`src/rtl/mc_pkg.sv`:
```
// mc_pkg: shared types and constants for the multi-cycle MIPS control unit.
//   - state_t     : controller state encoding
//   - OP_* / FN_* : supported opcodes and R-type funct codes
//   - ALU_*       : 3-bit ALU operation codes driven on alu_op
//   - SRCB_*      : alu_src_b select values
//   - PCSRC_*     : pc_src select values
//   - opcode_supported(): true for every opcode the controller sequences
package mc_pkg;

    typedef enum logic [3:0] {
        S_FETCH,
        S_DECODE,
        S_MEMADR,
        S_MEMRD,
        S_MEMWB,
        S_MEMWR,
        S_EXEC,
        S_ALUWB,
        S_BRANCH,
        S_ADDIEX,
        S_ADDIWB,
        S_JUMP
    } state_t;

    localparam logic [5:0] OP_RTYPE = 6'b000000;
    localparam logic [5:0] OP_LW    = 6'b100011;
    localparam logic [5:0] OP_SW    = 6'b101011;
    localparam logic [5:0] OP_BEQ   = 6'b000100;
    localparam logic [5:0] OP_ADDI  = 6'b001000;
    localparam logic [5:0] OP_J     = 6'b000010;

    localparam logic [5:0] FN_ADD = 6'b100000;
    localparam logic [5:0] FN_SUB = 6'b100010;
    localparam logic [5:0] FN_AND = 6'b100100;
    localparam logic [5:0] FN_OR  = 6'b100101;
    localparam logic [5:0] FN_SLT = 6'b101010;
    localparam logic [5:0] FN_XOR = 6'b100110;

    localparam logic [2:0] ALU_AND = 3'b000;
    localparam logic [2:0] ALU_OR  = 3'b001;
    localparam logic [2:0] ALU_ADD = 3'b010;
    localparam logic [2:0] ALU_SUB = 3'b110;
    localparam logic [2:0] ALU_SLT = 3'b111;
    localparam logic [2:0] ALU_XOR = 3'b011;

    localparam logic [1:0] SRCB_RT    = 2'b00;
    localparam logic [1:0] SRCB_FOUR  = 2'b01;
    localparam logic [1:0] SRCB_IMM   = 2'b10;
    localparam logic [1:0] SRCB_IMMSH = 2'b11;

    localparam logic [1:0] PCSRC_ALU    = 2'b00;
    localparam logic [1:0] PCSRC_ALUOUT = 2'b01;
    localparam logic [1:0] PCSRC_JUMP   = 2'b10;

    function automatic logic opcode_supported(input logic [5:0] op);
        return (op == OP_RTYPE) || (op == OP_LW) || (op == OP_SW) ||
               (op == OP_BEQ) || (op == OP_ADDI) || (op == OP_J);
    endfunction

endpackage

```
`src/rtl/mc_controller_aludec.sv`:
```
// mc_aludec: combinational R-type funct decoder.
//   funct         in  6 : IR[5:0]
//   alu_op        out 3 : ALU operation for the funct (ADD when illegal)
//   funct_illegal out 1 : funct is not a supported R-type operation
// Build option: MC_XOR_EN enables funct 100110 (xor -> ALU_XOR); without it
// that funct is reported as illegal. This is the only place it is tested.
module mc_aludec
    import mc_pkg::*;
(
    input  logic [5:0] funct,
    output logic [2:0] alu_op,
    output logic       funct_illegal
);

    always_comb begin
        alu_op        = ALU_ADD;
        funct_illegal = 1'b0;
        case (funct)
            FN_ADD: alu_op = ALU_ADD;
            FN_SUB: alu_op = ALU_SUB;
            FN_AND: alu_op = ALU_AND;
            FN_OR:  alu_op = ALU_OR;
            FN_SLT: alu_op = ALU_SLT;
`ifdef MC_XOR_EN
            FN_XOR: alu_op = ALU_XOR;
`endif
            default: funct_illegal = 1'b1;
        endcase
    end

endmodule

```
`src/rtl/mc_controller.sv`:
```
// mc_controller: multi-cycle MIPS control unit.
// Sequences FETCH/DECODE/execute/memory/write-back and runs a req/ready
// handshake with the shared instruction/data memory.
// Ports:
//   clk, rst (async, active high)
//   opcode[5:0], funct[5:0], zero, mem_ready        : inputs
//   mem_req, mem_we, iord, ir_we, pc_we, pc_src[1:0],
//   alu_src_a, alu_src_b[1:0], alu_op[2:0], reg_we,
//   reg_dst, mem_to_reg, instr_done, illegal         : outputs
// Outputs are combinational from the state register plus the current
// inputs, so they are valid in the same cycle. Build option MC_XOR_EN
// (handled inside mc_aludec) adds the R-type xor instruction.
module mc_controller
    import mc_pkg::*;
(
    input  logic       clk,
    input  logic       rst,
    input  logic [5:0] opcode,
    input  logic [5:0] funct,
    input  logic       zero,
    input  logic       mem_ready,
    output logic       mem_req,
    output logic       mem_we,
    output logic       iord,
    output logic       ir_we,
    output logic       pc_we,
    output logic [1:0] pc_src,
    output logic       alu_src_a,
    output logic [1:0] alu_src_b,
    output logic [2:0] alu_op,
    output logic       reg_we,
    output logic       reg_dst,
    output logic       mem_to_reg,
    output logic       instr_done,
    output logic       illegal
);

    state_t     state_reg;
    state_t     state_next;
    logic [2:0] funct_alu_op;
    logic       funct_illegal;
    logic       decode_illegal;

    mc_aludec u_aludec (
        .funct         (funct),
        .alu_op        (funct_alu_op),
        .funct_illegal (funct_illegal)
    );

    assign decode_illegal = !opcode_supported(opcode) ||
                            ((opcode == OP_RTYPE) && funct_illegal);

    always_ff @(posedge clk or posedge rst) begin
        if (rst) begin
            state_reg <= S_FETCH;
        end else begin
            state_reg <= state_next;
        end
    end

    always_comb begin
        state_next = state_reg;
        case (state_reg)
            S_FETCH:  if (mem_ready) state_next = S_DECODE;
            S_DECODE: begin
                if (decode_illegal) begin
                    state_next = S_FETCH;
                end else begin
                    case (opcode)
                        OP_LW, OP_SW: state_next = S_MEMADR;
                        OP_RTYPE:     state_next = S_EXEC;
                        OP_BEQ:       state_next = S_BRANCH;
                        OP_ADDI:      state_next = S_ADDIEX;
                        OP_J:         state_next = S_JUMP;
                        default:      state_next = S_FETCH;
                    endcase
                end
            end
            // Only lw/sw reach MEMADR, so anything but lw is a store.
            S_MEMADR: state_next = (opcode == OP_LW) ? S_MEMRD : S_MEMWR;
            S_MEMRD:  if (mem_ready) state_next = S_MEMWB;
            S_MEMWR:  if (mem_ready) state_next = S_FETCH;
            S_EXEC:   state_next = S_ALUWB;
            S_ADDIEX: state_next = S_ADDIWB;
            S_MEMWB, S_ALUWB, S_BRANCH, S_ADDIWB, S_JUMP: state_next = S_FETCH;
            default:  state_next = S_FETCH;
        endcase
    end

    always_comb begin
        mem_req    = 1'b0;
        mem_we     = 1'b0;
        iord       = 1'b0;
        ir_we      = 1'b0;
        pc_we      = 1'b0;
        pc_src     = PCSRC_ALU;
        alu_src_a  = 1'b0;
        alu_src_b  = SRCB_RT;
        alu_op     = ALU_ADD;
        reg_we     = 1'b0;
        reg_dst    = 1'b0;
        mem_to_reg = 1'b0;
        instr_done = 1'b0;
        illegal    = 1'b0;
        case (state_reg)
            S_FETCH: begin
                mem_req   = 1'b1;
                alu_src_b = SRCB_FOUR;
                ir_we     = mem_ready;
                pc_we     = mem_ready;
            end
            S_DECODE: begin
                alu_src_b  = SRCB_IMMSH;
                illegal    = decode_illegal;
                instr_done = decode_illegal;
            end
            S_MEMADR, S_ADDIEX: begin
                alu_src_a = 1'b1;
                alu_src_b = SRCB_IMM;
            end
            S_MEMRD: begin
                mem_req = 1'b1;
                iord    = 1'b1;
            end
            S_MEMWB: begin
                reg_we     = 1'b1;
                mem_to_reg = 1'b1;
                instr_done = 1'b1;
            end
            S_MEMWR: begin
                mem_req    = 1'b1;
                mem_we     = 1'b1;
                iord       = 1'b1;
                instr_done = mem_ready;
            end
            S_EXEC: begin
                alu_src_a = 1'b1;
                alu_op    = funct_alu_op;
            end
            S_ALUWB: begin
                reg_we     = 1'b1;
                reg_dst    = 1'b1;
                instr_done = 1'b1;
            end
            S_BRANCH: begin
                alu_src_a  = 1'b1;
                alu_op     = ALU_SUB;
                pc_src     = PCSRC_ALUOUT;
                pc_we      = zero;
                instr_done = 1'b1;
            end
            S_ADDIWB: begin
                reg_we     = 1'b1;
                instr_done = 1'b1;
            end
            S_JUMP: begin
                pc_src     = PCSRC_JUMP;
                pc_we      = 1'b1;
                instr_done = 1'b1;
            end
            default: ;
        endcase
        // The state register already sits in FETCH during reset, so the
        // selects show FETCH values; only the strobes need forcing low.
        if (rst) begin
            mem_req    = 1'b0;
            mem_we     = 1'b0;
            ir_we      = 1'b0;
            pc_we      = 1'b0;
            reg_we     = 1'b0;
            instr_done = 1'b0;
            illegal    = 1'b0;
        end
    end

endmodule

```
`config.mk`:
```
export PLATFORM = sky130hd
export DESIGN_NAME = mc_controller
export DESIGN_NICKNAME = d
export VERILOG_FILES = /design/src/rtl/mc_pkg.sv /design/src/rtl/mc_controller_aludec.sv /design/src/rtl/mc_controller.sv
export SDC_FILE = /design/constraint.sdc
export NUM_CORES = 1
export LEC_CHECK = 0
export BUFFER_PORTS_ARGS = -buffer_cell sky130_fd_sc_hd__buf_2
export CORE_MARGIN = 4
export CORE_UTILIZATION = 45
export CTS_CLUSTER_DIAMETER = 80
export CTS_CLUSTER_SIZE = 10
export DETAILED_ROUTE_END_ITERATION = 7
export PLACE_DENSITY = 0.87
export SKIP_LAST_GASP = 1
export SLEW_MARGIN = 20
export SYNTH_ARGS = -nofsm -noshare
export SYNTH_HDL_FRONTEND = slang
export SYNTH_SLANG_ARGS = --single-unit
```
`constraint.sdc`:
```
create_clock -name clk -period 3.7 [get_ports clk]
set_input_delay 0.185 -clock clk [delete_from_list [all_inputs] [get_ports clk]]
set_output_delay 0.185 -clock clk [all_outputs]
set_load 0.01 [all_outputs]
```
Yosys cells after proc, flatten, opt, wreduce, memory -nomap -nowiden:

Index checks and enable logic that the tools add are counted.

* register bits: 4
* latch bits: 0
* bits in writable memories: 0
* memory bits (read-only): 0
* input port bits: 16
* logic and storage cells: 74
* memories: 0

* $add $sub $neg: 0
* multipliers: 0
* div/mod/pow operators: 0
* $lt $le $gt $ge: 0
* eq/ne operators: 24
* shift-type cells: 0
* multiplexer cells: 30
* bitwise logic cells: 0
* reductions and logical operators: 19

Operators by type and width (count)
* 6-bit equality test, second input constant: 7
* 4-bit case mux with 7 select lines: 1
* 4-bit case mux with 5 select lines: 1
* 1-bit two-way mux: 17
* 4-bit by 3-bit equality test with 1-bit output, second input constant: 4
* 4-bit equality test, second input constant: 4
* 4-bit two-way mux: 4
* 3-bit case mux with 4 select lines: 1
* 5-bit OR reduction: 2
* 4-bit by 2-bit equality test with 1-bit output, second input constant: 2
* 6-bit by 2-bit equality test with 1-bit output, second input constant: 1
* 6-bit by 3-bit equality test with 1-bit output, second input constant: 1
* 6-bit by 4-bit equality test with 1-bit output, second input constant: 1
* 6-bit logical NOT: 1
* 1-bit logical OR: 6
* 2-bit inequality test, second input constant: 3
* 1-bit case mux with 3 select lines: 2
* 2-bit case mux with 3 select lines: 1
* 3-bit case mux with 2 select lines: 1
* 2-bit OR reduction: 3
* 3-bit OR reduction: 2
* 4-bit by 1-bit equality test with 1-bit output, second input constant: 1
* 4-bit logical NOT: 1
* 2-bit case mux with 2 select lines: 1
* 5 further kinds: 5

Depth between registers and ports, before layout:

Gate-level depths: netlist (run 1).

* depth after elaboration: 10
* depth in mapped cells: 6

Modules after synthesis:

Synthesis (run 1) repeated with hierarchy kept, for this count alone.

* cells, all modules: 102
* area, all modules: 695.7 um^2

By module, submodules not included
* mc_controller: instances 1, cells each 92, area each 611.8 um^2
* mc_aludec: instances 1, cells each 10, area each 83.8 um^2

Worst setup path before layout (run 1):

Ideal clock, no wire load.

* path type: reg2out
* from: reg state_reg[2]
* to: out mem_req
* data arrival time: 1.522 ns
* data required time: 3.515 ns
* path slack: 1.993 ns
* stages on the path, launching flop included: 6
* cell sequence: dfrtp_1 -> clkbuf_1 -> buf_2 -> nor2_1 -> nor2_1 -> a2111oi_0

* longest elaborated chain between the ends: 4

RTL lines
* start, declared: line mc_controller.sv:38 `state_t state_reg;`
* start signal, assigned: line mc_controller.sv:57 `state_reg <= state_next;`
* 4-bit by 3-bit equality test with 1-bit output (tied with other cells): line mc_controller.sv:105 `case (state_reg)`
* 3-bit OR reduction (no source line) *
* 1-bit two-way mux *: line mc_controller.sv:105
* 1-bit two-way mux *: line mc_controller.sv:165 `if (rst) begin`
* end, declared: line mc_controller.sv:22 `output logic mem_req,`

Every way passes the cells marked *; elsewhere a longest branch is shown, timed or not.

Worst setup path in the final report (run 1):

* from: reg state_reg[2]
* to: out pc_we

* longest elaborated chain between the ends: 3

RTL lines
* 4-bit equality test / 4-bit logical NOT (equally long branches): line mc_controller.sv:105
* 1-bit case mux with 3 select lines *: line mc_controller.sv:105
* 1-bit two-way mux *: line mc_controller.sv:165
* end, declared: line mc_controller.sv:26 `output logic pc_we,`

Marked as above.

==> flow_summary.yaml, run 1 <==
outcome:
  status: "completed"
yosys:
  synth.largest_area_cell: "sky130_fd_sc_hd__dfrtp_1"
  synth-edff-count: 0
  synth.cells.most_frequent: "13 x sky130_fd_sc_hd__nor2_1, 10 x sky130_fd_sc_hd__nor3_1, 8 x sky130_fd_sc_hd__a21oi_1"
  synth-compound-area-share: 0.3063
  synth-adder-area-share: 0.01661
  synth_ff_type: "sky130_fd_sc_hd__dfrtp_1"
  synth_simple_gate_area_frac: 0.3708
  synth-async-reset-ratio: 1.000
  post_synth.cell_area_avg_um2: 6.781
  synth.mux.area_fraction: 0.04428
  synthTopCellsByArea: "sky130_fd_sc_hd__dfrtp_1 15%, sky130_fd_sc_hd__nor3_1 7.4%, sky130_fd_sc_hd__nor2_1 7.2%, sky130_fd_sc_hd__a21oi_1 5.9%, sky130_fd_sc_hd__mux2i_1 4.4%"
  yosys.cell_types.count: 40
  largest_family_of_logic_cells_by_synthesized_area: "simple AND/OR/NAND/NOR gates"
  synth_xor_area_frac: 0.03875
  synth_fp_nets: 116
  synth-seq-cells: 4
  synth_area_um2: 678.2
  synth_cells: 100
  yosysTopAreaCellShare: 0.1476
  yosysWarnings: 0
  yosysMostFrequentCell: "sky130_fd_sc_hd__nor2_1"
  synth.yosys.seq_area_share: 0.1476
route:
  via_per_inst: 5.701
  first_pass_iters: 4
  drtIter0Drc: 29
  detail-route-antenna-nets: 0
  detail_route.wl_per_cell_um: 12.74
  vias: 821
  remaining_drc_errors: 0
  routed_wirelength_mm: 1.834
timing:
  worst_slew_pin_slew_ps: 554.7
  setup_total_negative_slack_ps: 0
  setup_viol: 0
  report.final.hold_viol_count: 0
  grt_setup_unrepaired: "no"
  slew_headroom: 0.6302
  timing.clock.skew_ps: 3.000
  finalCritPeriodShare: 0.5506
  timing_max_transition_violations_final: 0
  period_needed_ps: 2037
  achievable-frequency_mhz: 490.9
cells_and_area:
  flip_flop_count_of_the_largest_register_after_layout: 4
  antenna-diode-count: 0
  flow.area_growth_from_synthesis_pct: 27.12
  post_route_cells_drive_above_1_share: 0.3023
  design.final.nets: 147
placement:
  numPortBuffers: 33
  hpwl_mm: 1.445
  routability_congestion: 0.8481
global_routing:
  first_global_vias: 693
  wire_length_of_the_first_global_routing_pass_mm: 2.918
  grt_util_all_layers: 0.1825
  total_global_routing_overflow: 0
  largest_net_degree_at_the_start_of_global_routing: 21
  grt_antenna_before_repair: 0
setup_path:
  crit_path_max_fanout: 20
  crit_path_start_kind: "flip-flop"
  cp_slowest_stage_delay_ps: 570
  endpoint_kind: "output pin"
  crit_slowest_cell: "sky130_fd_sc_hd__dfrtp_1"
  cp_data_required_time_ps: 3510
  crit_family: "simple AND/OR/NAND/NOR gates"
  crit_type: "reg -> out"
  critPathArrivalTime_ps: 1850
  cp_cell_instances: "nand2b_1 > nor3_1 > a21oi_1 > o21bai_1 > buf_2"
  critical_path_buf_inv_count: 1
power:
  static-leakage-power_nw: 0.3877
  design_power_total_mw: 0.1748
  power_density_nw_per_um2: 202.8
  ir_drop_mv: 0.1774
clock_network:
  post_cts_resized: 0
  root_buffer: "sky130_fd_sc_hd__clkbuf_4"
  tritoncts_clock_tree: "built"
  cts.sinks: 4
  max-clock-path-buffers: 2
  numCtsBuffers: 3
  clock_slew_seen_by_the_registers_of_the_worst_setup_and_hold_paths_ps: 40
  htree_levels: 1
  cts_setup_buffers: 0
  clock_latency_ps: 240
die:
  placementRows: 13
  die_height_um: 46.82
  chipWidth_um: 46.82
  core-area_um2: 1366
  starting_density_of_the_core: 0.4963
  fp.dieArea_um2: 2192
  ios: 34
job:
  maxcap_viol_count: 0
min_path:
  timing.hold.worst.class: "in -> reg"
==> cells by family after synthesis <==
| logic type | Yosys count |
|---|---|
| simple gates | 47 |
| compound gates | 29 |
| buf+inv | 13 |
| flops | 4 |
| xor+xnor | 3 |
| mux | 3 |
| fa+ha+maj | 1 |
==> cell usage in the layout, fill, tap and decap left out, types with 2 or more instances in the layout <==
cell type	synthesis	layout
sky130_fd_sc_hd__nor3_1	10	10
sky130_fd_sc_hd__nor2_1	13	13
sky130_fd_sc_hd__inv_1	5	5
sky130_fd_sc_hd__a41o_1	2	2
sky130_fd_sc_hd__or2_1	2	2
sky130_fd_sc_hd__nor2b_1	2	2
sky130_fd_sc_hd__dfrtp_1	4	4
sky130_fd_sc_hd__a21oi_1	8	8
sky130_fd_sc_hd__clkbuf_4	0	3
sky130_fd_sc_hd__buf_2	2	33
sky130_fd_sc_hd__nand2_1	6	6
sky130_fd_sc_hd__nand2b_1	4	4
sky130_fd_sc_hd__xnor2_1	2	2
sky130_fd_sc_hd__mux2i_1	3	3
sky130_fd_sc_hd__nand3_1	3	3
sky130_fd_sc_hd__o21ai_0	4	4
==> timing repair <==
action	in CTS	in global routing
hold endpoints to repair	4	0
hold buffers	1	0
endpoints found under the setup margin	0	0
==> metrics by stage <==
step / cells / setup WS [ps] / hold slack (ps) / cell area [um2] / utilization
after floorplan: 100 / 1993 / 134.2 / 678.2 / -
after global placement: 140 / 1987 / 138.8 / 829.5 / 0.6071
after detailed placement: 140 / 1942 / 148.5 / 829.5 / 0.6071
after CTS: 144 / 1687 / 336.4 / 862.1 / 0.6310
after global routing: 144 / 1515 / 363.9 / 862.1 / 0.6310
final: 144 / 1663 / 349.5 / 862.1 / 0.6310
==> worst register-to-register path, cell delays in order, from the launching register on <==
cell and delay (ps):
sky130_fd_sc_hd__dfrtp_1 650, sky130_fd_sc_hd__nor2b_1 410, sky130_fd_sc_hd__nand2_1 180, sky130_fd_sc_hd__o32ai_1 170
sky130_fd_sc_hd__a31o_1 160
==> worst paths after layout <==
| path | start | endpoint | slack [ps] | cells past startpoint |
|---|---|---|---|---|
| setup / recovery | state_reg[2] | pc_we | 1660 | 5 |
| hold / removal | opcode[5] | state_reg[3] | 350 | 4 |
| setup reg to reg | state_reg[1] | state_reg[1] | 2070 | 4 |
| hold reg to reg | state_reg[3] | state_reg[0] | 730 | 1 |
| max in group asynchronous | rst | state_reg[2] | 3100 | 3 |
| min in group asynchronous | rst | state_reg[0] | 440 | 3 |
==> power by group <==
| part | leakage (nW) | internal [mW] | switching (mW) |
|---|---|---|---|
| Clock | 0.0138 | 0.0362 | 0.0174 |
| Combinational | 0.320 | 0.0301 | 0.0374 |
| Sequential | 0.0542 | 0.0461 | 0.00762 |
==> layer usage <==
metal	GRT usage	vias up	wire, um
met4	0.03315	0	0
met2	0.2954	39	759
met1	0.2311	355	868
met5	0	-	0
li1	-	427	-
met3	0.07280	0	206
==> layout make-up <==
class / count / area, um2
sequential: 4 / 100.1
fill: 129 / 504.2
multi-input combinational: 83 / 526.8
tap: 15 / 18.77
timing repair buffer: 34 / 175.2
inverter: 5 / 18.77
clock buffer: 3 / 22.52
No activity file was read; power rests on OpenSTA's default activity.
==> run 2, diff against run 1 <==
- ABC_AREA: not set -> 1
- CORE_UTILIZATION: 45 -> 43
- PLACE_DENSITY: 0.87 -> 0.85
- clock period: 3.7 -> 2 ns (I/O delays scaled with it)
==> run 2 against run 1 <==
Effect of this change:
- sequential cell count is the same
- worst hold slack worse by 120 ps
- critical path depth increased by 2
- utilization about the same
- final cell count rose by 22%
- synthesized cell count increased by 23%
- clock skew is 0.55 ps lower
- sequential power up 120%
- setup slack got worse by 1200 ps
- clock power is 74% higher
- synthesized area decreased by 6.3%
- critical path type unchanged
==> flow_summary.yaml, run 2 <==
clock_network:
  clock_latency_ps: 230
  root_buffer: "sky130_fd_sc_hd__clkbuf_4"
  cts.sinks: 4
  max-clock-path-buffers: 2
  cts_setup_buffers: 0
  tritoncts_clock_tree: "built"
  numCtsBuffers: 3
  htree_levels: 1
  clock_slew_seen_by_the_registers_of_the_worst_setup_and_hold_paths_ps: 30
die:
  core-area_um2: 1350
  chipWidth_um: 46.45
  ios: 34
  fp.dieArea_um2: 2157
  die_height_um: 46.45
  placementRows: 13
  starting_density_of_the_core: 0.4708
setup_path:
  r2r_setup_slack_ps: 710
  crit_path_max_fanout: 5
  crit_family: "compound AO/OA/AOI/OAI gates"
  critical_path.endpoint: "instr_done"
  critical_path.reg2reg.endpoint: "state_reg[0]"
  cp_cell_instances: "nand2_1 > inv_1 > o21ai_0 > o21ai_0 > a21oi_1 > a21oi_1 > buf_2"
  critPathArrivalTime_ps: 1480
  crit_type: "reg -> out"
  crit_path_start_kind: "flip-flop"
  path_depth: 7
  timing.rr.start: "state_reg[2]"
  critPathLaunch: "state_reg[1]"
  cp_slowest_stage_delay_ps: 410
  timing.reg2reg.worst_path_depth: 7
  critical_path_buf_inv_count: 2
  endpoint_kind: "output pin"
  crit_slowest_cell: "sky130_fd_sc_hd__dfrtp_1"
  cp_data_required_time_ps: 1900
cells_and_area:
  flip_flop_count_of_the_largest_register_after_layout: 4
  layout.cells.most_common_list: "33 x sky130_fd_sc_hd__buf_2, 30 x sky130_fd_sc_hd__nand2_1, 26 x sky130_fd_sc_hd__nor2_1"
  flow.area_growth_from_synthesis_pct: 34.06
  post_route_cells_drive_above_1_share: 0.3125
  design.final.nets: 178
  filler_cell_count: 137
  layout.cells.most_common: "sky130_fd_sc_hd__buf_2"
  antenna-diode-count: 0
placement:
  routability_congestion: 0.9123
  dpl_worst_slack_ps: 660.3
  hpwl_mm: 1.458
  numPortBuffers: 33
yosys:
  synth_ff_type: "sky130_fd_sc_hd__dfrtp_1"
  synth-async-reset-ratio: 1.000
  synth.largest_area_cell: "sky130_fd_sc_hd__nand2_1"
  yosys.cell_types.count: 20
  synth-edff-count: 0
  post_synth.cell_area_avg_um2: 5.168
  yosysMostFrequentCell: "sky130_fd_sc_hd__nand2_1"
  synth.cells.most_frequent: "30 x sky130_fd_sc_hd__nand2_1, 26 x sky130_fd_sc_hd__nor2_1, 25 x sky130_fd_sc_hd__inv_1"
  yosysWarnings: 0
  synth-seq-cells: 4
  yosysTopAreaCellShare: 0.1772
  synth.yosys.seq_area_share: 0.1575
  synth_fp_nets: 139
  synth_area_um2: 635.6
  synth_cells: 123
  synthTopCellsByArea: "sky130_fd_sc_hd__nand2_1 18%, sky130_fd_sc_hd__dfrtp_1 16%, sky130_fd_sc_hd__nor2_1 15%, sky130_fd_sc_hd__inv_1 15%, sky130_fd_sc_hd__nand3_1 7.1%"
power:
  power_density_nw_per_um2: 708.8
  static-leakage-power_nw: 0.5415
  p_int_mw: 0.3134
  seq_power_share: 0.195
  share_clk_of_total_power: 0.154
  combinationalPowerShare: 0.651
  power_switching_share: 0.4812
  ir_drop_mv: 0.3192
  p_sw_mw: 0.2906
global_routing:
  met2_usage: 0.3352
  globalRoute.busiestLayer: "met2"
  grt_util_all_layers: 0.1716
  first_global_vias: 757
  largest_net_degree_at_the_start_of_global_routing: 7
  wire_length_of_the_first_global_routing_pass_mm: 2.773
  grt.met1_usage: 0.1939
  total_global_routing_overflow: 0
  globalRouteMet3Util: 0.01563
  grt_antenna_before_repair: 0
route:
  remaining_drc_errors: 0
  drtIter0Drc: 15
  detail_route.wl_per_cell_um: 9.417
  routed_wirelength_mm: 1.648
  via_per_inst: 4.789
  vias: 838
  detail-route-antenna-nets: 0
  first_pass_iters: 4
timing:
  period_needed_ps: 1584
  achievable-frequency_mhz: 631.4
  worst_slew_pin_slew_ps: 217.4
  slew_headroom: 0.8535
  post-route-worst-setup-slack_ps: 416.2
  setup_total_negative_slack_ps: 0
  grt_setup_unrepaired: "no"
  setup_viol: 0
  finalCritPeriodShare: 0.7919
  report.final.hold_viol_count: 0
  timing.clock.skew_ps: 2.452
  timing_max_transition_violations_final: 0
min_path:
  timing.hold.worst.class: "in -> reg"
job:
  maxcap_viol_count: 0
outcome:
  status: "completed"
-- run 2: cell types whose count changed after synthesis, moves of 3 or more --
cell	previous run	this run
sky130_fd_sc_hd__nand2_1	6	30
sky130_fd_sc_hd__inv_1	5	25
sky130_fd_sc_hd__nor2_1	13	26
sky130_fd_sc_hd__nor3_1	10	0
sky130_fd_sc_hd__a21oi_1	8	2
sky130_fd_sc_hd__clkbuf_1	6	0
sky130_fd_sc_hd__nand3_1	3	9
sky130_fd_sc_hd__nor2_2	0	5
sky130_fd_sc_hd__nand2b_1	4	0
sky130_fd_sc_hd__inv_2	0	3
sky130_fd_sc_hd__mux2i_1	3	0
-- run 2: power groups by stage --
stage	combinational (mW)	sequential (mW)	clock, mW
floorplan	0.273	0.115	0
global placement	0.388	0.116	0
detailed placement	0.394	0.118	0
CTS	0.396	0.117	0.0958
global route	0.440	0.121	0.0992
finish	0.393	0.117	0.0932
-- run 2: area by class of cell --
class                           instances  area (um2)  area share
Timing Repair Buffer                   34       175.2      0.2056
Inverter                               28       105.1      0.1233
Tap cell                               15       18.77     0.02203
Multi-Input combinational cell         91       430.4      0.5051
Sequential cell                         4       100.1      0.1175
Clock buffer                            3       22.52     0.02643
-- run 2: worst min-delay path: stages --
cell and delay, ps:
sky130_fd_sc_hd__buf_2 100, sky130_fd_sc_hd__inv_1 90, sky130_fd_sc_hd__nand2_1 80, sky130_fd_sc_hd__nand2_1 40
-- run 2: worst min-delay path by stage --
stage / cells past startpoint / to / start
after floorplan: 1 / state_reg[0] / rst
after global placement: 2 / state_reg[2] / rst
after detailed placement: 2 / state_reg[2] / rst
after CTS: 4 / state_reg[2] / mem_ready
after global routing: 4 / state_reg[2] / mem_ready
final: 4 / state_reg[2] / mem_ready
-- run 2: per-layer routing --
metal | wire length (um) | part of all wire
met4 | 0 | 0
met2 | 840 | 0.51
met1 | 706 | 0.43
met3 | 102 | 0.062
met5 | 0 | 0
-- run 2: logic make-up after synthesis --
group / count (synthesis) / synth area share
flops: 4 / 0.1575
compound gates: 14 / 0.1358
buf+inv: 28 / 0.1654
simple gates: 77 / 0.5413
-- run 2: repair_timing --
| item | 4_1_cts | 5_1_grt |
|---|---|---|
| hold buffers | 1 | 0 |
| hold endpoints to repair | 4 | 0 |
| resized for setup | 0 | 0 |
-- run 2: metrics by stage --
step	utilization	power, mW	area (um2)	hold slack (ps)	std cells
2_1_floorplan	-	0.3879	635.6	-117.3	123
3_3_place_gp	0.6070	0.5040	819.5	52.75	171
3_5_place_dp	0.6070	0.5112	819.5	65.17	171
4_1_cts	0.6311	0.6083	852.1	230.2	175
5_1_grt	0.6311	0.6608	852.1	278.5	175
6_report	0.6311	0.6040	852.1	233.4	175
==> run 3, diff against run 2 <==
- CORE_UTILIZATION: 43 -> 39
- PLACE_DENSITY: 0.85 -> 0.82
- clock period: 2 -> 1.28 ns (I/O delays scaled with it)
==> run 3 against run 2 <==
Effect of this change:
- the flow now finishes with violations (negative setup slack)
- utilization up 1.7 points
- sequential power up 87%
- worst hold slack worse by 32 ps
- clock power up 71%
- non-clock buffer count up 8
- via count up 8.2%
- highest routed layer is now met4
- largest cell class unchanged
- count of clock-buffer cells in the layout unchanged
- final cell count up 5.1%
- cell area up 16%
==> flow_summary.yaml, run 3 (synthesized netlist as in run 2, its figures left out) <==
placement:
  numPortBuffers: 33
  dp.cells: 173
  routability_congestion: 0.9205
  place_area_um2: 828.3
  hpwl_mm: 1.538
die:
  starting_density_of_the_core: 0.4171
  core-area_um2: 1524
  chipWidth_um: 48.37
  placementRows: 14
  die_height_um: 48.37
  fp.dieArea_um2: 2340
  ios: 34
setup_path:
  cp_data_required_time_ps: 1220
  crit_path_start_kind: "flip-flop"
  endpoint_kind: "output pin"
  critPathArrivalTime_ps: 1480
  crit_type: "reg -> out"
  crit_path_max_fanout: 4
  r2r_setup_slack_ps: -160
route:
  routed_wirelength_mm: 2.097
  detail_route.wl_per_cell_um: 11.40
  detail-route-antenna-nets: 0
  remaining_drc_errors: 0
  first_pass_iters: 4
  vias: 907
  via_per_inst: 4.929
  drtIter0Drc: 22
cells_and_area:
  post_route_cells_drive_above_1_share: 0.4464
  antenna-diode-count: 0
  final_cell_count_no_fill: 184
  flip_flop_count_of_the_largest_register_after_layout: 4
  flow.area_growth_from_synthesis_pct: 55.31
  layout.cells.most_common: "sky130_fd_sc_hd__buf_2"
  design.final.nets: 186
  layout.cells.most_common_list: "32 x sky130_fd_sc_hd__buf_2, 25 x sky130_fd_sc_hd__nand2_1, 22 x sky130_fd_sc_hd__inv_1"
  finish.instance_area_um2: 987.2
global_routing:
  total_global_routing_overflow: 0
  first_global_vias: 867
  grt_antenna_before_repair: 0
  met2_usage: 0.3152
  globalRouteMet3Util: 0.03988
  globalRoute.busiestLayer: "met2"
  wire_length_of_the_first_global_routing_pass_mm: 3.429
  largest_net_degree_at_the_start_of_global_routing: 7
  grt_util_all_layers: 0.1784
  grt.met1_usage: 0.1774
timing:
  post-route-worst-setup-slack_ps: -264.2
  grt_setup_unrepaired: "yes"
  achievable-frequency_mhz: 647.6
  slew_headroom: 0.8372
  timing_max_transition_violations_final: 0
  setup_viol: 17
  period_needed_ps: 1544
  setup_total_negative_slack_ps: -2556
  finalCritPeriodShare: 1.206
  report.final.hold_viol_count: 0
  finalHoldWorstSlack_ps: 201.8
  timing.clock.skew_ps: 3.134
  worst_slew_pin_slew_ps: 242.7
power:
  static-leakage-power_nw: 0.5935
  ir_drop_mv: 0.6314
  power_density_nw_per_um2: 1283
min_path:
  timing.hold.worst.class: "in -> reg"
clock_network:
  cts.sinks: 4
  htree_levels: 1
  clock_slew_seen_by_the_registers_of_the_worst_setup_and_hold_paths_ps: 40
  tritoncts_clock_tree: "built"
  numCtsBuffers: 3
  clock_latency_ps: 240
  max-clock-path-buffers: 2
  root_buffer: "sky130_fd_sc_hd__clkbuf_4"
outcome:
  failed_checks: "negative setup slack"
  status: "finished with violations"
job:
  maxcap_viol_count: 0
[run 3: cell types whose count changed in the layout (fill, tap and decap cells not counted), moves of 2 or more]
cell	delta
sky130_fd_sc_hd__nor2_1	-6
sky130_fd_sc_hd__buf_4	+5
sky130_fd_sc_hd__nand2_1	-5
sky130_fd_sc_hd__buf_6	+4
sky130_fd_sc_hd__nand2_2	+4
sky130_fd_sc_hd__inv_1	-3
sky130_fd_sc_hd__nor2_2	+3
sky130_fd_sc_hd__nor2_4	+3
sky130_fd_sc_hd__dfrtp_1	-2
sky130_fd_sc_hd__dfrtp_2	+2
sky130_fd_sc_hd__inv_2	+2
sky130_fd_sc_hd__o21ai_0	-2
[run 3: worst max-delay path, cell delays in order (launching register included)]
cell and delay (ps):
sky130_fd_sc_hd__dfrtp_2 460, sky130_fd_sc_hd__inv_4 100, sky130_fd_sc_hd__nor2_4 50, sky130_fd_sc_hd__nand2_2 90, sky130_fd_sc_hd__o21ai_2 70, sky130_fd_sc_hd__or2_4 270, sky130_fd_sc_hd__nand2_2 60, sky130_fd_sc_hd__inv_2 30
sky130_fd_sc_hd__buf_6 110
[run 3: final timing paths]
check,end,start,cells after the start
max in group asynchronous,state_reg[0],rst,3
min,state_reg[2],mem_ready,4
min reg2reg,state_reg[0],state_reg[0],3
max,mem_req,state_reg[0],8
max reg2reg,state_reg[2],state_reg[0],8
min in group asynchronous,state_reg[2],rst,3
[run 3: cell type report]
type | instances | area (um2)
Fill cell | 135 | 536.8
Multi-Input combinational cell | 91 | 481.7
Timing Repair Buffer | 42 | 252.7
Inverter | 28 | 107.6
Sequential cell | 4 | 102.6
Clock buffer | 3 | 22.52
Tap cell | 16 | 20.02
[run 3: where the power goes]
| part | internal (mW) | switching (mW) | total [mW] |
|---|---|---|---|
| Clock | 0.105 | 0.0536 | 0.159 |
| Combinational | 0.408 | 0.481 | 0.889 |
| Sequential | 0.159 | 0.0602 | 0.219 |
| Total | 0.672 | 0.595 | 1.27 |
[run 3: per-layer routing]
metal,up-vias,part of all wire
met3,7,0.072
li1,465,-
met5,-,0
met4,0,0.028
met1,402,0.38
met2,33,0.52
[run 3: stage by stage]
step | setup slack [ps] | power (mW) | utilization
after floorplan | 56.17 | 0.6061 | -
after global placement | 17.83 | 0.8166 | 0.5435
after detailed placement | -11.27 | 0.8329 | 0.5435
after CTS | -234.3 | 1.121 | 0.6018
after global routing | -359.2 | 1.371 | 0.6478
final | -264.2 | 1.267 | 0.6478
[run 3: repair_timing]
action	in CTS	in global routing
setup buffers	5	3
hold buffers	1	0
setup endpoints to repair	13	20
pin swaps	2	13
resized for setup	8	20
endpoints found under the hold margin	4	0
